File: src/rtl/flash_pkg.sv
// Shared definitions for the flash cache and its read-port arbiter.
package flash_pkg;

  localparam int DEFAULT_ADDRESS_SIZE = 24;
  localparam int DEFAULT_DATA_WIDTH   = 32;

  typedef enum logic [1:0] {
    IDLE    = 2'd0,
    ACCESS  = 2'd1,
    RESPOND = 2'd2
  } arb_state_t;

  // Ceiling log2 with a floor of 1 so that index signals are never zero width.
  function automatic int clog2(input int value);
    int result;
    result = 1;
    for (int i = 1; i < 31; i++) begin
      if ((1 << i) < value) result = i + 1;
    end
    return result;
  endfunction

endpackage

File: src/rtl/flash_cache_arbiter_picker.sv
// Combinational round-robin picker: first requester after the last grant, wrapping.
module round_robin_picker
  import flash_pkg::*;
#(
  parameter int PORT_COUNT = 2
) (
  input  logic [PORT_COUNT-1:0]        request,
  input  logic [clog2(PORT_COUNT)-1:0] lastGrant,
  output logic [clog2(PORT_COUNT)-1:0] pickIndex,
  output logic                         anyRequest
);

  localparam int INDEX_WIDTH = clog2(PORT_COUNT);
  localparam logic [INDEX_WIDTH-1:0] LAST_INDEX = INDEX_WIDTH'(PORT_COUNT - 1);

  // Walk every port once starting after lastGrant; wrap on the highest real port, not a power of two.
  always_comb begin
    logic [INDEX_WIDTH-1:0] candidate;
    pickIndex  = '0;
    anyRequest = 1'b0;
    candidate  = lastGrant;
    for (int i = 0; i < PORT_COUNT; i++) begin
      candidate = (candidate == LAST_INDEX) ? '0 : candidate + INDEX_WIDTH'(1);
      if (!anyRequest && request[candidate]) begin
        pickIndex  = candidate;
        anyRequest = 1'b1;
      end
    end
  end

endmodule

File: src/rtl/flash_cache_arbiter.sv
// Shares the flash cache read port between requesters with round-robin grants,
// one complete read per grant, a one-cycle ack and a stall timeout.
module flash_cache_arbiter
  import flash_pkg::*;
#(
  parameter int PORT_COUNT   = 2,
  parameter int ADDRESS_SIZE = DEFAULT_ADDRESS_SIZE,
  parameter int DATA_WIDTH   = DEFAULT_DATA_WIDTH,
  parameter int TIMEOUT_SIZE = 10
) (
  input  logic                               clk,
  input  logic                               rst,
  input  logic [PORT_COUNT-1:0]              port_request,
  input  logic [PORT_COUNT*ADDRESS_SIZE-1:0] port_address,
  output logic [PORT_COUNT-1:0]              port_ack,
  output logic [PORT_COUNT-1:0]              port_error,
  output logic [DATA_WIDTH-1:0]              port_data,
  output logic                               cache_readEnable,
  output logic [ADDRESS_SIZE-1:0]            cache_readAddress,
  input  logic                               cache_readReady,
  input  logic [DATA_WIDTH-1:0]              cache_readData,
  output logic                               busy,
  output logic [clog2(PORT_COUNT)-1:0]       grantIndex
);

  localparam int INDEX_WIDTH = clog2(PORT_COUNT);
  localparam logic [INDEX_WIDTH-1:0] RESET_POINTER = INDEX_WIDTH'(PORT_COUNT - 1);

  arb_state_t              state;
  logic [INDEX_WIDTH-1:0]  lastGrant;
  logic [INDEX_WIDTH-1:0]  pickIndex;
  logic                    anyRequest;
  logic [TIMEOUT_SIZE-1:0] timeout_count;

  round_robin_picker #(
    .PORT_COUNT(PORT_COUNT)
  ) picker (
    .request   (port_request),
    .lastGrant (lastGrant),
    .pickIndex (pickIndex),
    .anyRequest(anyRequest)
  );

  // Arbitration FSM: grant in IDLE, hold the latched address through ACCESS, then ack, abort or time out.
  always_ff @(posedge clk) begin
    if (rst) begin
      state             <= IDLE;
      lastGrant         <= RESET_POINTER;
      grantIndex        <= '0;
      timeout_count     <= '0;
      cache_readEnable  <= 1'b0;
      cache_readAddress <= '0;
      port_data         <= '0;
      port_ack          <= '0;
      port_error        <= '0;
      busy              <= 1'b0;
    end else begin
      port_ack   <= '0;
      port_error <= '0;
      case (state)
        IDLE: begin
          if (anyRequest) begin
            state             <= ACCESS;
            grantIndex        <= pickIndex;
            lastGrant         <= pickIndex;
            cache_readAddress <= port_address[int'(pickIndex)*ADDRESS_SIZE +: ADDRESS_SIZE];
            timeout_count     <= '0;
            cache_readEnable  <= 1'b1;
            busy              <= 1'b1;
          end
        end
        ACCESS: begin
          if (cache_readReady) begin
            port_data            <= cache_readData;
            port_ack[grantIndex] <= 1'b1;
            cache_readEnable     <= 1'b0;
            state                <= RESPOND;
          end else if (!port_request[grantIndex]) begin
            cache_readEnable <= 1'b0;
            busy             <= 1'b0;
            state            <= IDLE;
          end else if (&timeout_count) begin
            port_error[grantIndex] <= 1'b1;
            cache_readEnable       <= 1'b0;
            busy                   <= 1'b0;
            state                  <= IDLE;
          end else begin
            timeout_count <= timeout_count + TIMEOUT_SIZE'(1);
          end
        end
        RESPOND: begin
          busy  <= 1'b0;
          state <= IDLE;
        end
        default: begin
          cache_readEnable <= 1'b0;
          busy             <= 1'b0;
          state            <= IDLE;
        end
      endcase
    end
  end

endmodule
File: config.mk
export PLATFORM = sky130hd
export DESIGN_NAME = flash_cache_arbiter
export DESIGN_NICKNAME = d
export VERILOG_FILES = /design/src/rtl/flash_pkg.sv /design/src/rtl/flash_cache_arbiter_picker.sv /design/src/rtl/flash_cache_arbiter.sv
export SDC_FILE = /design/constraint.sdc
export NUM_CORES = 1
export LEC_CHECK = 0
export CORE_MARGIN = 2
export CORE_UTILIZATION = 44
export CTS_CLUSTER_SIZE = 8
export DETAILED_ROUTE_END_ITERATION = 8
export GPL_TIMING_DRIVEN = 0
export PLACE_DENSITY_LB_ADDON = 0.1
export SYNTH_ARGS = -nofsm -noshare
export SYNTH_HDL_FRONTEND = slang
export SYNTH_SLANG_ARGS = --single-unit
File: constraint.sdc
create_clock -name clk -period 2.8 [get_ports clk]
set_clock_uncertainty 0.2 [all_clocks]
set_input_delay 0.28 -clock clk [delete_from_list [all_inputs] [get_ports clk]]
set_output_delay 0.28 -clock clk [all_outputs]
set_load 0.02 [all_outputs]
==> metrics.md <==
| Metric | Value |
|---|---|
| Clk sinks | 76 |
| Number of synthesized flops with an enable pin | 0 |
| Post-synth ARST share | 0% |
| Mux share of post-synthesis cell area | under 10% |
| Worst-path fanout max | 9 |
| Via/cell ratio | 5.13 |
| Fin crit share | between 70% and 80% |
| Cell count after synthesis | 353 |
| Endpoint class of the critical path | register |
| # IOs | around 150 |
| Main combinational cell family by area after synthesis | compound AO/OA/AOI/OAI gates |
| TNS Setup | 0 ps |
| Fill count | 562 |
| Final Hold Fails | 0 |
| Syn Area/Cell | between 8 and 9 sq um |
| Worst min-delay path class | reg2reg |
| Commonest cells in the netlist | dfxtp_1 (76), nand2_1 (72), a21oi_1 (36) |
| Post-CTS resize count | 0 |
| Area of the core | ~6800 sq um |
| Area Overhead vs Synth | 58.4% |
| Worst IR Drop VDD | between 300 and 400 uV |
| Register area share after synthesis | about half |
| Share of cells above drive strength 1 | 6.59% |
| Drc violations | 0 |
| Maximum number of pins on one net before global-route repair | 13 |
| Root Buffer | clkbuf_8 |
| Grt total ovfl | 0 |
| Die W | a little under 90 microns |
| CTS buffer count | 9 |
| Top-area cell type share of the netlist area | about half |
| Main synth FF type | dfxtp_1 |
| Overall routing resource usage | 23.3% |
| Run status | finished clean |
| Max-Cap Viols | 0 |
| Total die area | between 7000 and 8000 sq um |
| Initial cell density of the core | roughly 46% |
| Global-route wire length before repair | around 14000 microns |
| DR vias | approximately 3100 |
| Cts hold-fix bufs | 0 |
| Max clock buf depth | 2 |
| DRT Wirelength | between 8000 and 9000 microns |
| Netlist cell types | 41 |
| Post-detail-place hpwl | roughly 6600 microns |
| Drt wl/cell | 14.3 microns |
| Worst-margin pin slew | ~580 ps |
| Pins Over Slew Limit | 0 |
| Simple-gate share of the synthesized area | 19.0% |
| I/O Buffers | roughly 150 |
| Clk slew on worst S/H paths | 80 ps |
| Die height | 88.4 microns |
| Area share of fa/ha/maj cells after synthesis | 0.400% |
| Critical Path RT | roughly 2900 ps |
| TritonCTS clock tree | built |
| Antenna fix cells | 0 |
| Drt first pass iters | 4 |
| Postcts setup bufs | 0 |
| Number of global-route vias before repair | approximately 3100 |
| Crit start category | register |
| Row count | 30 |
| Final Wtd Congestion | approximately 0.8 |
| Net Count, Synth | ~440 |
| PwrDens | about 550 nW/um^2 |
| RSZ-0062 raised after global routing | false |
| Cell Area, Synth | between 3000 and 4000 sq um |
| Leak Pwr | roughly 1.8 nW |
| Initial antenna violation count | 0 |
| Top cells by area, synth | dfxtp_1 (49%), nand2_1 (8.6%), mux2i_1 (7.7%), a211oi_1 (6.0%), a21oi_1 (5.8%) |
| Min cycle time layout | around 2200 ps |
| Crit Path Class | reg2reg |
| Iter 0 DRT Violations | 81 |
| Final setup violation count | 0 |
| Antenna-violating nets left | 0 |
| Ys Warns | 0 |
| Cell with the most instances after synthesis | dfxtp_1 |
| Clk Latency, worst-skew pair | ~340 ps |
| XOR/XNOR Fraction of Synth Area | 0% |
| Synth Area in Compound Gates | 20.3% |
| WP data arrival | 2230 ps |
| Seq cells post-synth | 76 |
| Synth area leader | dfxtp_1 |
| Fin nets | just under 600 |
| Relative slew slack | slightly above 60% |
| Fmax | ~460 MHz |
| Power Total | between 2 and 3 mW |
| H-tree Lvls | 3 |
cells by family (layout without fill, tap and decap cells):
| kind of cell | count (synthesis) | count (layout) |
|---|---|---|
| simple gates | 135 | 135 |
| compound gates | 90 | 90 |
| flops | 76 | 76 |
| buf+inv | 26 | 189 |
| mux | 25 | 25 |
| fa+ha+maj | 1 | 1 |
cells in the final DEF (no fill, tap or decap), types with 2 or more instances in the layout:
master           count
nand2b_1             2
nand2_1             72
inv_1                3
nor3_1               4
buf_2                5
and3_1               5
o21ai_0              4
o21a_1               2
nor2_1              34
o31ai_1              5
buf_4                3
a211oi_1            25
bufinv_16            2
clkdlybuf4s50_1    147
clkbuf_8            12
a21oi_1             36
mux2i_1             24
nand3_1              6
o311ai_0             5
clkbuf_1            16
dfxtp_1             76
o221a_2              2
and4_1               4
cell type report:
cell class	instances	area, sq um	area share [%]
clock inverters	3	67.6	1.36
inverters	3	11.3	0.227
repair buffers	147	1470	29.7
flip-flops and latches	76	1520	30.7
clock buffers	13	169	3.41
multi-input cells	251	1490	30.1
well taps	96	120	2.42
plain buffers	23	104	2.09
flip-flops by register name, indices dropped and copies added, names as in the netlist:
name	cells
port_data	32
cache_readAddress	24
timeout_count	10
port_ack	2
port_error	2
state	2
busy	1
cache_readEnable	1
grantIndex	1
lastGrant	1
final timing paths:
check                                      start          endpoint  slack (ps)  cells after the start
worst max register to register  timeout_count[0]  timeout_count[5]         630                      5
worst min register to register     port_data[18]     port_data[18]         250                      2
worst max-delay path            timeout_count[0]  timeout_count[5]         630                      5
worst min-delay path               port_data[18]     port_data[18]         250                      2
layer usage:
layer  wire length [microns]  track usage, %  vias up
met5                       0               0        -
met4                     138            7.71        0
met3                     763            9.51       12
met2                    4260            40.1      113
met1                    3570            26.4     1441
li1                        -               -     1572
worst max-delay path, cell delays in order, from the launching register on:
cell,delay (ps)
dfxtp_1,400
ha_1,230
nand3_1,260
a2111oi_4,660
o311ai_0,230
o31ai_1,100
report_power, final:
group | internal, mW | total, mW | switching (mW) | leakage (nW)
Combinational | 0.300 | 0.587 | 0.287 | 1.07
Sequential | 1.15 | 1.19 | 0.0401 | 0.622
Clock | 0.576 | 0.968 | 0.392 | 0.116
through the flow:
stage	setup slack, ps	hold slack, ps	instances	utilization, %	instance area (sq um)
2_1_floorplan	974	216	353	-	3130
3_3_place_gp	541	241	596	69.1	4720
3_5_place_dp	512	245	596	69.1	4720
4_1_cts	677	256	612	72.6	4960
5_1_grt	439	260	612	72.6	4960
6_report	632	254	612	72.6	4960
(Power assumes the default switching activity.)
